File: src/rtl/wb_arbiter.sv
// Writeback arbiter: picks one functional-unit result per cycle (scalu, mcalu, lsq)
// by round-robin and registers it onto the single writeback bus toward ROB/regfile.
// Losing sources are held off with a per-source stall; rob_flush discards everything.
module wb_arbiter #(
   parameter int DATA_W  = 32,
   parameter int ROBID_W = 8,
   parameter int RD_W    = 6
) (
   input  logic               clk,
   input  logic               rst,

   input  logic               scalu_valid,
   input  logic               scalu_error,
   input  logic [4:0]         scalu_ecause,
   input  logic [ROBID_W-1:0] scalu_robid,
   input  logic [RD_W-1:0]    scalu_rd,
   input  logic [DATA_W-1:0]  scalu_result,
   output logic               wb_scalu_stall,

   input  logic               mcalu_valid,
   input  logic               mcalu_error,
   input  logic [4:0]         mcalu_ecause,
   input  logic [ROBID_W-1:0] mcalu_robid,
   input  logic [RD_W-1:0]    mcalu_rd,
   input  logic [DATA_W-1:0]  mcalu_result,
   output logic               wb_mcalu_stall,

   input  logic               lsq_valid,
   input  logic               lsq_error,
   input  logic [4:0]         lsq_ecause,
   input  logic [ROBID_W-1:0] lsq_robid,
   input  logic [RD_W-1:0]    lsq_rd,
   input  logic [DATA_W-1:0]  lsq_result,
   output logic               wb_lsq_stall,

   input  logic               rob_flush,

   output logic               wb_valid,
   output logic               wb_error,
   output logic [4:0]         wb_ecause,
   output logic [ROBID_W-1:0] wb_robid,
   output logic [RD_W-1:0]    wb_rd,
   output logic [DATA_W-1:0]  wb_result
);

   // Source indices; the pointer only ever holds one of these three values.
   localparam logic [1:0] SRC_SCALU = 2'd0;
   localparam logic [1:0] SRC_MCALU = 2'd1;
   localparam logic [1:0] SRC_LSQ   = 2'd2;

   // Next source in round-robin order (wraps lsq -> scalu).
   function automatic logic [1:0] next_src(input logic [1:0] s);
      return (s == SRC_LSQ) ? SRC_SCALU : s + 2'd1;
   endfunction

   logic [2:0]                 src_valid;
   logic [2:0]                 src_error;
   logic [2:0][4:0]            src_ecause;
   logic [2:0][ROBID_W-1:0]    src_robid;
   logic [2:0][RD_W-1:0]       src_rd;
   logic [2:0][DATA_W-1:0]     src_result;

   logic [1:0]                 ptr;
   logic [2:0]                 grant;
   logic                       grant_any;
   logic [1:0]                 grant_idx;
   logic [1:0]                 cand;

   assign src_valid  = {lsq_valid,  mcalu_valid,  scalu_valid};
   assign src_error  = {lsq_error,  mcalu_error,  scalu_error};
   assign src_ecause = {lsq_ecause, mcalu_ecause, scalu_ecause};
   assign src_robid  = {lsq_robid,  mcalu_robid,  scalu_robid};
   assign src_rd     = {lsq_rd,     mcalu_rd,     scalu_rd};
   assign src_result = {lsq_result, mcalu_result, scalu_result};

   // Round-robin grant: first valid source scanning ptr, ptr+1, ptr+2 (mod 3); nothing on flush.
   always_comb begin
      grant     = '0;
      grant_any = 1'b0;
      grant_idx = SRC_SCALU;
      cand      = ptr;
      if (!rob_flush) begin
         for (int unsigned k = 0; k < 3; k++) begin
            if (!grant_any && src_valid[cand]) begin
               grant_any   = 1'b1;
               grant_idx   = cand;
               grant[cand] = 1'b1;
            end
            cand = next_src(cand);
         end
      end
   end

   // A pending result that did not win waits; on flush every source drops instead.
   assign wb_scalu_stall = scalu_valid & ~grant[SRC_SCALU] & ~rob_flush;
   assign wb_mcalu_stall = mcalu_valid & ~grant[SRC_MCALU] & ~rob_flush;
   assign wb_lsq_stall   = lsq_valid   & ~grant[SRC_LSQ]   & ~rob_flush;

   // Register the granted result onto the writeback bus and advance the pointer past the winner.
   always_ff @(posedge clk) begin
      if (rst) begin
         wb_valid  <= 1'b0;
         wb_error  <= 1'b0;
         wb_ecause <= '0;
         wb_robid  <= '0;
         wb_rd     <= '0;
         wb_result <= '0;
         ptr       <= SRC_SCALU;
      end else if (grant_any) begin
         wb_valid  <= 1'b1;
         wb_error  <= src_error[grant_idx];
         wb_ecause <= src_ecause[grant_idx];
         wb_robid  <= src_robid[grant_idx];
         wb_rd     <= src_rd[grant_idx];
         wb_result <= src_result[grant_idx];
         ptr       <= next_src(grant_idx);
      end else begin
         wb_valid  <= 1'b0;
      end
   end

endmodule

File: config.mk
export PLATFORM = sky130hd
export DESIGN_NAME = wb_arbiter
export DESIGN_NICKNAME = d
export VERILOG_FILES = /design/src/rtl/wb_arbiter.sv
export SDC_FILE = /design/constraint.sdc
export NUM_CORES = 1
export LEC_CHECK = 0
export BUFFER_PORTS_ARGS = -buffer_cell sky130_fd_sc_hd__clkbuf_2
export CORE_ASPECT_RATIO = 0.9
export CORE_MARGIN = 2
export CORE_UTILIZATION = 30
export DETAILED_ROUTE_END_ITERATION = 8
export GPL_TIMING_DRIVEN = 0
export PLACE_DENSITY_LB_ADDON = 0.12
export SYNTH_ARGS = -nofsm -noshare
export SYNTH_HDL_FRONTEND = slang
export SYNTH_SLANG_ARGS = --single-unit
File: constraint.sdc
create_clock -name clk -period 2.05 [get_ports clk]
set_input_delay 0.41 -clock clk [delete_from_list [all_inputs] [get_ports clk]]
set_output_delay 0.41 -clock clk [all_outputs]
set_load 0.01 [all_outputs]
; ---- Word-level counts from Yosys, hierarchy flattened
; Index checks and enable logic that the tools add are counted.
[op_classes]
add_sub_neg = 3
mul = 0
div = 0
n_lt_le_gt_ge = 7
eq_ne = 3
shift = 0
mux = 42
bitwise = 12
reduce_logical = 7
[ops]
columns = operator, count
row1 = 32-bit binary-select mux with 2-bit select, 1
row2 = 32-bit two-way mux, 1
row3 = 3-bit two-way mux, 6
row4 = 8-bit binary-select mux with 2-bit select, 1
row5 = 1-bit two-way mux, 14
row6 = 2-bit two-way mux, 7
row7 = 6-bit binary-select mux with 2-bit select, 1
row8 = 2-bit by 3-bit less-than comparator with 1-bit output (second input constant), 4
row9 = 5-bit binary-select mux with 2-bit select, 1
row10 = 1-bit binary-select mux with 2-bit select, 4
row11 = 8-bit two-way mux, 1
row12 = 2-bit by 1-bit adder with 2-bit output (second input constant), 3
row13 = 1-bit AND, 6
row14 = 1-bit demux with 2-bit select, 3
row15 = 2-bit equality test (second input constant), 3
row16 = 2-bit by 1-bit greater-or-equal comparator with 1-bit output (second input constant), 3
row17 = 6-bit two-way mux, 1
row18 = 3-bit bitwise OR, 2
row19 = 1-bit logical AND, 5
row20 = 5-bit two-way mux, 1
row21 = 1-bit inverter, 4
row22 = 1-bit zero test, 2
[word_totals]
regBits = 55
latch_bits = 0
mem_bits_rw = 0
romBits = 0
inputBits = 162
word_cells = 81
n_memories = 0

; ---- Longest topological paths before layout
; Gate-level depths: netlist of the first run.
[logic_depth]
depth_word = 15
ltp_mapped = 9
depth_no_buf = 6

; ---- Least setup slack after synthesis of the first run
; OpenSTA, ideal clock, no wires.
[synth_timing]
path_kind = register -> register
start = reg ptr[1]
end = reg wb_ecause[0]
setup_ns = 0.081
arrival_time_ns = 1.728
t_required_ns = 1.969
setup_slack_ns = 0.241
path_stages_with_launch = 8
path_buffers = 3
period_less_slack_ns = 1.809
cell_sequence = dfxtp_1 buf_6 and3b_1 buf_6 a2111oi_4 buf_6 a221oi_1 a211oi_2
[synth_via]
elab_chain_cells = 14
[synth_lines]
columns = item, line
row1 = start: declaration, 63  ; logic [1:0] ptr;
row2 = start signal: assignment, 116  ; ptr <= next_src(grant_idx);
row3 = "parallel branches: the longest is 14 deep, another holds 2-bit by 1-bit adder with 2-bit output", --
row4 = end signal: assignment, 112  ; wb_ecause <= src_ecause[grant_idx];
row5 = end: declaration, 40  ; output logic [4:0] wb_ecause,
; Parallel ways; which one is timed is not known. The select of a mux whose other input is x is not followed.
; A chain may end at the register's enable or synchronous reset.

; ---- Worst setup path in the final report of the first run
[layout_timing]
start = reg ptr[1]
end = out wb_mcalu_stall
[layout_via]
elab_chain_cells = 15
[layout_lines]
columns = item, line
row1 = "parallel branches: the longest is 10 deep, another holds 2-bit by 3-bit less-than comparator with 1-bit output", --
row2 = 3-bit two-way mux (*), 84  ; if (!grant_any && src_valid[cand]) begin
row3 = 3-bit two-way mux (*), 82  ; if (!rob_flush) begin
row4 = 1-bit inverter (*), 96  ; assign wb_mcalu_stall = mcalu_valid & ~grant[SRC_MCALU] & ~rob_flush;
row5 = 1-bit AND (*) (2 in series), 96
row6 = end: declaration, 26  ; output logic wb_mcalu_stall,
; Every way passes the cells marked *. The select of a mux whose other input is x is not followed.

==> tab_implementation.tex, run 1 <==
\begin{tabular}{lr}
\hline
Metric & Value \\
\hline
\multicolumn{2}{l}{\textbf{Global route}} \\
Global routing usage summed across all routing layers & 19.2\% \\
Number of antenna violations at the first check in global routing & 0 \\
Maximum number of pins on one net before global-route repair & 16 \\
Total gr overflow & 0 \\
First-pass GRT wire length & 16400 um \\
Number of global-route vias before repair & 3326 \\
\multicolumn{2}{l}{\textbf{Power and ir drop}} \\
Sw frac & 30.9\% \\
Power share of the clock group & 23.7\% \\
Power spent charging and discharging nets & 770 uW \\
Cell internal power dissipation & 1.72 mW \\
Power density over the cells & 575 nW/um\^{}2 \\
Combinational group share of total power & 28.2\% \\
Worst vdd rail ir drop & 0.000297 V \\
Leak & 1.99 nW \\
Power share of the sequential group & 48.1\% \\
\multicolumn{2}{l}{\textbf{Timing}} \\
Number of pins exceeding their max-slew limit in the final report & 0 \\
Highest attainable clock frequency & 0.522 GHz \\
Final setup violation count & 0 \\
Max transition margin & 52.0\% \\
Actual transition at the worst max-transition pin & 0.720 ns \\
Unrepaired setup endpoints after global routing & false \\
Final hold violations & 0 \\
Worst hold slack & 0.307 ns \\
Final critical-path setup slack & 0.133 ns \\
Final critical-path required period & 1.92 ns \\
Worst Clk Skew & 0.0109 ns \\
Period utilisation layout & 93.5\% \\
\multicolumn{2}{l}{\textbf{Clock tree}} \\
Clk slew on worst S/H paths & 0.10 ns \\
H-tree Lvls & 2 \\
Clock latency of the later-clocked register in the worst-skew pair & 0.31 ns \\
CTS tree & yes \\
Number of sinks driven by the clock tree & 55 \\
Library cell used as clock root buffer & sky130\_fd\_sc\_hd\_\_clkbuf\_8 \\
Number of clock buffers inserted by TritonCTS & 5 \\
Deepest clock path buffer count & 2 \\
\multicolumn{2}{l}{\textbf{Floorplan}} \\
Std cell rows & 34 \\
Initial cell density of the core & 30.8\% \\
Full die area & 10700 um\^{}2 \\
Overall die width & 109 um \\
Die span in y & 98.5 um \\
I/O pin count & 218 \\
Core box area & 9660 um\^{}2 \\
\multicolumn{2}{l}{\textbf{Finish}} \\
Most common library cell in the layout ignoring fill and taps & sky130\_fd\_sc\_hd\_\_clkbuf\_2 \\
Most used cells in the layout excluding fill and tap cells & sky130\_fd\_sc\_hd\_\_clkbuf\_2 (218), sky130\_fd\_sc\_hd\_\_dfxtp\_1 (54), sky130\_fd\_sc\_hd\_\_nor2\_1 (36), sky130\_fd\_sc\_hd\_\_a221oi\_1 (30), sky130\_fd\_sc\_hd\_\_nand3\_1 (30) \\
Layout fillers & 1019 \\
Final layout net count & 703 \\
Fraction of layout instances using a drive strength above 1 & 52.0\% \\
Number of antenna repair diodes & 0 \\
Growth of design area from synthesis to finish & 45.8\% \\
Final instance area & 4340 um\^{}2 \\
\multicolumn{2}{l}{\textbf{Routing}} \\
Count of antenna-violating nets left after detailed routing & 0 \\
DR pass1 iterations & 4 \\
Routed length per placed instance & 16.1 um \\
Number of DRC violations after detailed-routing iteration 0 & 158 \\
Total length of routed wires & 10800 um \\
Vias per inst & 5.23 \\
Total DRC errors in the routed layout & 0 \\
Detailed-route via count & 3494 \\
\multicolumn{2}{l}{\textbf{Yosys}} \\
Cells after synthesis & 318 \\
Post-synthesis average cell area & 9.35 um\^{}2 \\
Netlist cell types & 34 \\
Post-synthesis cell area & 2970 um\^{}2 \\
Number of synthesized register bits & 55 \\
Warnings, synthesis & 0 \\
Post-synthesis sequential area ratio & 37.0\% \\
Synth Net Count & 480 \\
\multicolumn{2}{l}{\textbf{Setup path}} \\
Largest fanout on the critical path & 9 \\
Worst Path Required & 1.64 ns \\
Endpoint of the worst register-to-register path & wb\_robid[6] \\
Start of the worst register-to-register path & ptr[1] \\
Arrival time reported for the critical path endpoint & 1.51 ns \\
Critical Path Source Type & flip-flop \\
Crit. End Element & output pin \\
Setup slack of the most critical reg-to-reg path & 0.15 ns \\
Worst setup path class & flip-flop to output pin \\
Cell depth of the worst flop-to-flop path & 6 \\
\multicolumn{2}{l}{\textbf{Place}} \\
Estimated wirelength of the detail-placed design & 8480 um \\
Instance area at placement & 4210 um\^{}2 \\
Port Buffer Count & 215 \\
Pre-CTS worst setup slack & -0.209 ns \\
Last weighted congestion value of the routability-driven placer & 0.796 \\
\multicolumn{2}{l}{\textbf{Job}} \\
Max-cap viol count & 0 \\
\multicolumn{2}{l}{\textbf{Min path}} \\
Hold Crit Endpoint & wb\_robid[7] \\
Hold Path Cell Cnt & 3 \\
HP Start & scalu\_robid[7] \\
Tightest Hold Check Type & primary input to flip-flop \\
\multicolumn{2}{l}{\textbf{Outcome}} \\
Run status & completed \\
\hline
\end{tabular}
worst max-delay path: stages (launching register included):
cell and delay, ns:
sky130_fd_sc_hd__dfxtp_1 0.32, sky130_fd_sc_hd__buf_6 0.13, sky130_fd_sc_hd__and3b_1 0.19, sky130_fd_sc_hd__buf_6 0.13, sky130_fd_sc_hd__a211oi_1 0.21, sky130_fd_sc_hd__nor2_1 0.08, sky130_fd_sc_hd__clkbuf_2 0.14
synthesized netlist by cell type:
library cell	instances	area share, %
sky130_fd_sc_hd__a2111o_1	1	0.38
sky130_fd_sc_hd__a2111oi_2	1	0.50
sky130_fd_sc_hd__a2111oi_4	1	0.93
sky130_fd_sc_hd__a211oi_1	4	1.0
sky130_fd_sc_hd__a211oi_2	27	11
sky130_fd_sc_hd__a21bo_2	1	0.34
sky130_fd_sc_hd__a21o_1	1	0.25
sky130_fd_sc_hd__a21oi_1	4	0.67
sky130_fd_sc_hd__a221oi_1	30	8.8
sky130_fd_sc_hd__a22oi_1	22	5.6
sky130_fd_sc_hd__a32oi_1	14	4.1
sky130_fd_sc_hd__and2b_2	1	0.29
sky130_fd_sc_hd__and3b_1	1	0.29
sky130_fd_sc_hd__buf_2	6	1.0
sky130_fd_sc_hd__buf_4	3	0.76
sky130_fd_sc_hd__buf_6	8	3.0
sky130_fd_sc_hd__clkbuf_1	21	2.7
sky130_fd_sc_hd__dfxtp_1	55	37
sky130_fd_sc_hd__inv_1	1	0.13
sky130_fd_sc_hd__inv_2	1	0.13
sky130_fd_sc_hd__mux2_2	1	0.38
sky130_fd_sc_hd__nand2_1	1	0.13
sky130_fd_sc_hd__nand2b_1	11	2.3
sky130_fd_sc_hd__nand3_1	30	5.0
sky130_fd_sc_hd__nand3b_1	9	2.3
sky130_fd_sc_hd__nor2_1	36	4.5
sky130_fd_sc_hd__nor3_2	1	0.34
sky130_fd_sc_hd__nor3b_1	1	0.25
sky130_fd_sc_hd__o21a_1	1	0.25
sky130_fd_sc_hd__o21ai_0	9	1.5
sky130_fd_sc_hd__o21ai_1	5	0.84
sky130_fd_sc_hd__o221ai_1	8	2.4
sky130_fd_sc_hd__or2b_2	1	0.29
sky130_fd_sc_hd__or3_1	1	0.21
logic make-up (layout without fill, tap and decap cells):
group | count (synthesis) | after routing | synth area share [%]
compound gates | 129 | 129 | 38.9
buf+inv | 40 | 264 | 7.70
flops | 55 | 55 | 37.0
mux | 1 | 1 | 0.379
simple gates | 93 | 93 | 16.0
stage by stage:
| step | setup TNS [ns] | util (%) | power (mW) | instances |
|---|---|---|---|---|
| 2_1_floorplan | 0 | - | 1.59 | 318 |
| 3_3_place_gp | -6.48 | 43.6 | 1.91 | 659 |
| 4_1_cts | 0 | 44.7 | 2.54 | 669 |
| 6_report | 0 | 44.9 | 2.49 | 668 |
| 5_1_grt | 0 | 44.9 | 2.65 | 668 |
| 3_5_place_dp | -8.49 | 43.6 | 1.92 | 659 |
layer usage:
metal	GRT usage, %	wire length (um)	share of wire [%]	vias up
li1	-	-	-	1702
met2	31.4	5000	46	173
met1	24.8	4540	42	1608
met3	5.49	1090	10	11
met5	0	0	0	-
met4	4.54	126	1.2	0
state kept, by name (all words and copies together) (netlist names):
register / flops
wb_result: 32
wb_rd: 6
wb_ecause: 5
wb_valid: 1
ptr: 2
wb_error: 1
wb_robid: 8
layout make-up:
type	count	area (um^2)	area share, %
inverter	2	7.51	0.173
timing repair buffer	217	1090	25.2
clock buffer	7	76.3	1.76
tap	126	158	3.64
buffer	37	221	5.11
multi-input combinational	223	1670	38.6
clock inverter	1	5.00	0.115
sequential	55	1100	25.4
worst max path at each step:
stage	depth (start not counted)	to	slack (ns)	from
after floorplan	7	wb_ecause[0]	0.24	ptr[1]
after global placement	7	wb_error	-0.16	lsq_valid
after detailed placement	7	wb_result[8]	-0.21	lsq_valid
after CTS	6	wb_ecause[0]	0.02	ptr[1]
after global routing	6	wb_mcalu_stall	0.001	ptr[1]
final	6	wb_mcalu_stall	0.13	ptr[1]
power groups by stage:
stage               logic [mW]  registers [mW]  clock network [mW]
finish                   0.703            1.20               0.591
global route             0.775            1.21               0.669
CTS                      0.709            1.20               0.631
detailed placement       0.701            1.22                   0
global placement         0.689            1.22                   0
floorplan                0.334            1.26                   0
timing repair:
action / in CTS / in global routing
resized for setup: 4 / 6
setup endpoints to repair: 52 / 45
hold buffers: 0 / 0
buffers inserted: 2 / 0
pin swaps: 1 / 1
(Power assumes the default switching activity.)
==> run 2, diff against run 1 <==
Clock period 2.05 ns to 1.64 ns, I/O delays scaled along.
==> run 2 against run 1 <==
  * The run now ends with negative setup slack left
  * Utilization is 4.7 points higher
  * First-iteration DRC count down 15%
  * Sequential share of layout area shrank 2.3 points
  * Die area unchanged
  * Cell area is 11% higher
  * Critical path depth shrank 1
  * Critical path type unchanged
  * Critical endpoint unchanged
==> tab_implementation.tex, run 2 (synthesis results as in run 1) <==
\begin{tabular}{lr}
\hline
Metric & Value \\
\hline
\multicolumn{2}{l}{\textbf{Floorplan}} \\
Full die area & 10700 um\^{}2 \\
Std cell rows & 34 \\
Core box area & 9660 um\^{}2 \\
Overall die width & 109 um \\
Initial cell density of the core & 30.8\% \\
Die span in y & 98.5 um \\
I/O pin count & 218 \\
\multicolumn{2}{l}{\textbf{Finish}} \\
Growth of design area from synthesis to finish & 61.1\% \\
Most used cells in the layout excluding fill and tap cells & sky130\_fd\_sc\_hd\_\_clkbuf\_2 (217), sky130\_fd\_sc\_hd\_\_dfxtp\_1 (53), sky130\_fd\_sc\_hd\_\_nor2\_1 (36), sky130\_fd\_sc\_hd\_\_nand3\_1 (30), sky130\_fd\_sc\_hd\_\_a211oi\_2 (29) \\
Final layout net count & 713 \\
Number of antenna repair diodes & 0 \\
Max FFs per register & 32 \\
Share of the core filled with cells & 49.6\% \\
Final instance area & 4790 um\^{}2 \\
Largest registers in the final layout & wb\_result (32), wb\_robid (8), wb\_rd (6) \\
Most common library cell in the layout ignoring fill and taps & sky130\_fd\_sc\_hd\_\_clkbuf\_2 \\
Biggest register & wb\_result \\
Fraction of layout instances using a drive strength above 1 & 60.9\% \\
Layout fillers & 924 \\
\multicolumn{2}{l}{\textbf{Global route}} \\
First-pass GRT wire length & 17000 um \\
Global routing usage summed across all routing layers & 19.9\% \\
Maximum number of pins on one net before global-route repair & 16 \\
Number of global-route vias before repair & 3496 \\
Number of antenna violations at the first check in global routing & 0 \\
Total gr overflow & 0 \\
\multicolumn{2}{l}{\textbf{Timing}} \\
Final hold violations & 0 \\
Actual transition at the worst max-transition pin & 0.710 ns \\
Highest attainable clock frequency & 0.572 GHz \\
Number of pins exceeding their max-slew limit in the final report & 0 \\
Final critical-path setup slack & -0.107 ns \\
Period utilisation layout & 107\% \\
Final critical-path required period & 1.75 ns \\
Max transition margin & 52.6\% \\
Final setup violation count & 50 \\
Unrepaired setup endpoints after global routing & true \\
Worst Clk Skew & 0.00622 ns \\
\multicolumn{2}{l}{\textbf{Power and ir drop}} \\
Power density over the cells & 674 nW/um\^{}2 \\
Power spent charging and discharging nets & 1.00 mW \\
Worst vdd rail ir drop & 0.000331 V \\
Leak & 2.22 nW \\
Power share of the clock group & 22.6\% \\
Power share of the sequential group & 46.3\% \\
Power, Total & 3.23 mW \\
Sw frac & 31.1\% \\
Cell internal power dissipation & 2.23 mW \\
Combinational group share of total power & 31.0\% \\
\multicolumn{2}{l}{\textbf{Routing}} \\
Routed length per placed instance & 16.3 um \\
Total length of routed wires & 11000 um \\
Count of antenna-violating nets left after detailed routing & 0 \\
DR pass1 iterations & 4 \\
Total DRC errors in the routed layout & 0 \\
Detailed-route via count & 3469 \\
Vias per inst & 5.12 \\
Number of DRC violations after detailed-routing iteration 0 & 135 \\
\multicolumn{2}{l}{\textbf{Clock tree}} \\
Clock latency of the later-clocked register in the worst-skew pair & 0.30 ns \\
Number of sinks driven by the clock tree & 55 \\
Hold buffer count at CTS & 0 \\
Library cell used as clock root buffer & sky130\_fd\_sc\_hd\_\_clkbuf\_8 \\
CTS tree & yes \\
Deepest clock path buffer count & 2 \\
H-tree Lvls & 2 \\
Number of clock buffers inserted by TritonCTS & 5 \\
Clk slew on worst S/H paths & 0.10 ns \\
\multicolumn{2}{l}{\textbf{Setup path}} \\
Arrival time reported for the critical path endpoint & 1.42 ns \\
Endpoint of the worst register-to-register path & wb\_result[28] \\
Largest fanout on the critical path & 7 \\
Crit. Startpoint & ptr[0] \\
Setup slack of the most critical reg-to-reg path & -0.10 ns \\
Worst Path Required & 1.31 ns \\
Start of the worst register-to-register path & ptr[0] \\
Crit. End Element & output pin \\
Critical Path Source Type & flip-flop \\
Worst setup path class & flip-flop to output pin \\
Cell depth of the worst flop-to-flop path & 6 \\
\multicolumn{2}{l}{\textbf{Min path}} \\
HP Start & scalu\_robid[5] \\
Hold Path Cell Cnt & 3 \\
Tightest Hold Check Type & primary input to flip-flop \\
Hold Crit Endpoint & wb\_robid[5] \\
\multicolumn{2}{l}{\textbf{Place}} \\
Last weighted congestion value of the routability-driven placer & 0.813 \\
Estimated wirelength of the detail-placed design & 8440 um \\
Port Buffer Count & 215 \\
Instance area at placement & 4240 um\^{}2 \\
\multicolumn{2}{l}{\textbf{Job}} \\
Max-cap viol count & 0 \\
\multicolumn{2}{l}{\textbf{Outcome}} \\
Run status & finished, violations left \\
Violations in the final reports & negative setup slack \\
\hline
\end{tabular}
## run 2: cell types whose count changed in the layout (fill, tap and decap cells not counted), sizes merged
cell | before | now
buf | 19 | 29
## run 2: routing by layer
| layer | vias to the layer above | GRT usage, % | routed length, um |
|---|---|---|---|
| met4 | 0 | 4.14 | 117 |
| li1 | 1723 | - | - |
| met2 | 144 | 34.6 | 5420 |
| met3 | 8 | 5.09 | 883 |
| met1 | 1594 | 24.8 | 4620 |
| met5 | - | 0 | 0 |
## run 2: power groups by stage
| stage | sequential (mW) | clock [mW] | combinational, mW |
|---|---|---|---|
| 3_3_place_gp | 1.53 | 0 | 0.867 |
| 6_report | 1.50 | 0.732 | 1.00 |
| 4_1_cts | 1.50 | 0.783 | 0.983 |
| 2_1_floorplan | 1.57 | 0 | 0.425 |
| 5_1_grt | 1.51 | 0.822 | 1.10 |
| 3_5_place_dp | 1.53 | 0 | 0.882 |
## run 2: worst max-delay path by stage
stage,end,slack (ns)
finish,wb_mcalu_stall,-0.11
global route,wb_result[9],-0.22
CTS,wb_result[25],-0.11
detailed placement,wb_robid[6],-0.53
global placement,wb_result[14],-0.50
floorplan,wb_ecause[0],-0.07
## run 2: critical path, cell delays in order, from the launching register on
cell and delay [ns]:
sky130_fd_sc_hd__dfxtp_4 0.39, sky130_fd_sc_hd__and3b_1 0.19, sky130_fd_sc_hd__buf_6 0.13, sky130_fd_sc_hd__a211oi_2 0.18
sky130_fd_sc_hd__nor2_1 0.08, sky130_fd_sc_hd__buf_2 0.14
## run 2: repair_timing
| action | in CTS | in global routing |
|---|---|---|
| cloned | 1 | 2 |
| gates resized for setup | 69 | 13 |
| endpoints found under the setup margin | 58 | 57 |
| pin swaps | 7 | 8 |
| setup buffers | 8 | 1 |
## run 2: per-stage QoR
step | TNS (ns) | hold WS, ns | setup slack (ns) | instances
after floorplan | -2.26 | 0.447 | -0.0674 | 318
after global placement | -24.55 | 0.483 | -0.501 | 659
after detailed placement | -26.16 | 0.491 | -0.534 | 659
after CTS | -3.23 | 0.218 | -0.107 | 675
after global routing | -8.42 | 0.224 | -0.221 | 678
final | -2.55 | 0.228 | -0.107 | 678
## run 2: area by class of cell
class | instances | area (um^2) | area share (%)
buffer | 37 | 312 | 6.50
tap | 126 | 158 | 3.29
sequential | 55 | 1110 | 23.1
inverter | 2 | 10.0 | 0.209
clock buffer | 7 | 76.3 | 1.59
timing repair buffer | 227 | 1230 | 25.6
multi-input combinational | 223 | 1890 | 39.5
clock inverter | 1 | 5.00 | 0.104
==> run 3, diff against run 2 <==
Settings changed: BUFFER_PORTS_ARGS -buffer_cell sky130_fd_sc_hd__clkbuf_2 to -buffer_cell sky130_fd_sc_hd__buf_4.
==> run 3 against run 2 <==
  * The run still ends with negative setup slack left
  * First-iteration DRC count fell by 8.9%
  * Via count rose by 3.3%
  * Sequential power about the same
==> tab_implementation.tex, run 3 (synthesis results as in run 1) <==
\begin{tabular}{lr}
\hline
Metric & Value \\
\hline
\multicolumn{2}{l}{\textbf{Outcome}} \\
Run status & finished, violations left \\
Violations in the final reports & negative setup slack \\
\multicolumn{2}{l}{\textbf{Clock tree}} \\
Clock latency of the later-clocked register in the worst-skew pair & 0.30 ns \\
H-tree Lvls & 2 \\
CTS tree & yes \\
Number of sinks driven by the clock tree & 55 \\
Hold buffer count at CTS & 0 \\
Number of clock buffers inserted by TritonCTS & 5 \\
Library cell used as clock root buffer & sky130\_fd\_sc\_hd\_\_clkbuf\_8 \\
Clk slew on worst S/H paths & 0.10 ns \\
Deepest clock path buffer count & 2 \\
\multicolumn{2}{l}{\textbf{Place}} \\
Instance area at placement & 4770 um\^{}2 \\
Port Buffer Count & 215 \\
Estimated wirelength of the detail-placed design & 8770 um \\
Last weighted congestion value of the routability-driven placer & 0.787 \\
\multicolumn{2}{l}{\textbf{Routing}} \\
Detailed-route via count & 3582 \\
Count of antenna-violating nets left after detailed routing & 0 \\
Routed length per placed instance & 17.4 um \\
Total length of routed wires & 11800 um \\
Total DRC errors in the routed layout & 0 \\
DR pass1 iterations & 4 \\
Number of DRC violations after detailed-routing iteration 0 & 123 \\
Vias per inst & 5.29 \\
\multicolumn{2}{l}{\textbf{Job}} \\
Max-cap viol count & 0 \\
\multicolumn{2}{l}{\textbf{Setup path}} \\
Worst path top cell family by delay & compound AO/OA/AOI/OAI gates \\
Worst setup path class & flip-flop to flip-flop \\
Slowest Stage Delay on Critical Path & 0.40 ns \\
Worst Path Required & 1.86 ns \\
Sequence of cells on the critical path & and2b\_2, a2111oi\_4, buf\_6, buf\_12, a221oi\_2, a211oi\_2 \\
Master of the slowest instance on the critical path & sky130\_fd\_sc\_hd\_\_dfxtp\_4 \\
Sum of buffers and inverters on the critical path & 2 \\
Critical Path Source Type & flip-flop \\
Largest fanout on the critical path & 10 \\
Crit. End Element & flip-flop \\
Arrival time reported for the critical path endpoint & 1.93 ns \\
\multicolumn{2}{l}{\textbf{Power and ir drop}} \\
Power density over the cells & 657 nW/um\^{}2 \\
Leak & 2.41 nW \\
Worst vdd rail ir drop & 0.000485 V \\
\multicolumn{2}{l}{\textbf{Global route}} \\
Global routing usage summed across all routing layers & 20.9\% \\
Total gr overflow & 0 \\
Number of global-route vias before repair & 3681 \\
First-pass GRT wire length & 18100 um \\
Number of antenna violations at the first check in global routing & 0 \\
Maximum number of pins on one net before global-route repair & 16 \\
\multicolumn{2}{l}{\textbf{Timing}} \\
Worst Clk Skew & 0.0108 ns \\
Number of pins exceeding their max-slew limit in the final report & 0 \\
Highest attainable clock frequency & 0.584 GHz \\
Sum of negative setup slack & -1.79 ns \\
Final critical-path setup slack & -0.0730 ns \\
Final setup violation count & 45 \\
Actual transition at the worst max-transition pin & 0.708 ns \\
Unrepaired setup endpoints after global routing & true \\
Final critical-path required period & 1.71 ns \\
Max transition margin & 52.8\% \\
Final hold violations & 0 \\
Period utilisation layout & 104\% \\
\multicolumn{2}{l}{\textbf{Floorplan}} \\
Overall die width & 109 um \\
Std cell rows & 34 \\
Initial cell density of the core & 30.8\% \\
Core box area & 9660 um\^{}2 \\
Die span in y & 98.5 um \\
Full die area & 10700 um\^{}2 \\
I/O pin count & 218 \\
\multicolumn{2}{l}{\textbf{Finish}} \\
Largest registers in the final layout & wb\_result (32), wb\_robid (8), wb\_rd (6) \\
Area used by multi-input combinational logic & 2010 um\^{}2 \\
Most used cells in the layout excluding fill and tap cells & sky130\_fd\_sc\_hd\_\_buf\_4 (227), sky130\_fd\_sc\_hd\_\_dfxtp\_1 (53), sky130\_fd\_sc\_hd\_\_nor2\_1 (35), sky130\_fd\_sc\_hd\_\_a211oi\_2 (29), sky130\_fd\_sc\_hd\_\_a221oi\_2 (27) \\
Biggest register & wb\_result \\
Max FFs per register & 32 \\
Final instance area & 5470 um\^{}2 \\
Number of antenna repair diodes & 0 \\
Layout fillers & 867 \\
Share of the core filled with cells & 56.7\% \\
Fraction of layout instances using a drive strength above 1 & 63.3\% \\
Growth of design area from synthesis to finish & 84.1\% \\
Final layout net count & 713 \\
Most common library cell in the layout ignoring fill and taps & sky130\_fd\_sc\_hd\_\_buf\_4 \\
Flip-flop and latch area & 1110 um\^{}2 \\
\multicolumn{2}{l}{\textbf{Min path}} \\
Tightest Hold Check Type & primary input to flip-flop \\
\hline
\end{tabular}
## run 3: what timing repair did
| item | CTS | global route |
|---|---|---|
| gates cloned | 1 | 2 |
| setup endpoints to repair | 58 | 57 |
| endpoints found under the hold margin | 0 | 0 |
| pin swaps | 7 | 12 |
| gates resized for setup | 81 | 27 |
| buffers inserted | 8 | 1 |
## run 3: report_power, final
| group | internal (mW) | total [mW] | switching (mW) |
|---|---|---|---|
| registers | 1.44 | 1.50 | 0.0598 |
| logic | 0.662 | 1.20 | 0.540 |
| clock network | 0.449 | 0.893 | 0.444 |
| total | 2.55 | 3.59 | 1.04 |
## run 3: final timing paths
path / start / to / slack (ns) / cells after the start
setup / recovery: ptr[0] / wb_rd[3] / -0.07 / 6
hold / removal: scalu_ecause[1] / wb_ecause[1] / 0.23 / 3
setup reg to reg: ptr[0] / wb_rd[3] / -0.07 / 6
hold reg to reg: wb_result[23] / wb_result[23] / 0.51 / 2
## run 3: metal layers
layer,track usage [%],vias up,part of all wire (%)
li1,-,1725,-
met1,24.9,1690,40
met2,37.1,157,49
met3,5.95,10,9.4
met4,4.34,0,1.2
met5,0,-,0
## run 3: final cells by class
cell class	instances	area share, %
multi-input combinational	223	36.8
inverter	2	0.183
tap	126	2.88
sequential	55	20.3
clock buffer	6	1.33
buffer	37	6.08
timing repair buffer	227	32.0
clock inverter	1	0.549
## run 3: through the flow
stage          setup WS, ns  hold slack (ns)  cells  power (mW)
2_1_floorplan       -0.0674            0.447    318        2.00
3_3_place_gp         -0.483            0.485    659        2.55
3_5_place_dp         -0.503            0.486    659        2.57
4_1_cts             -0.0937            0.219    674        3.59
5_1_grt              -0.198            0.235    677        3.78
6_report            -0.0730            0.231    677        3.59
## run 3: worst min-delay path, delay by kind of cell
family	cells	cell delay, ns
compound gates	2	0.09
buf+inv	1	0.08
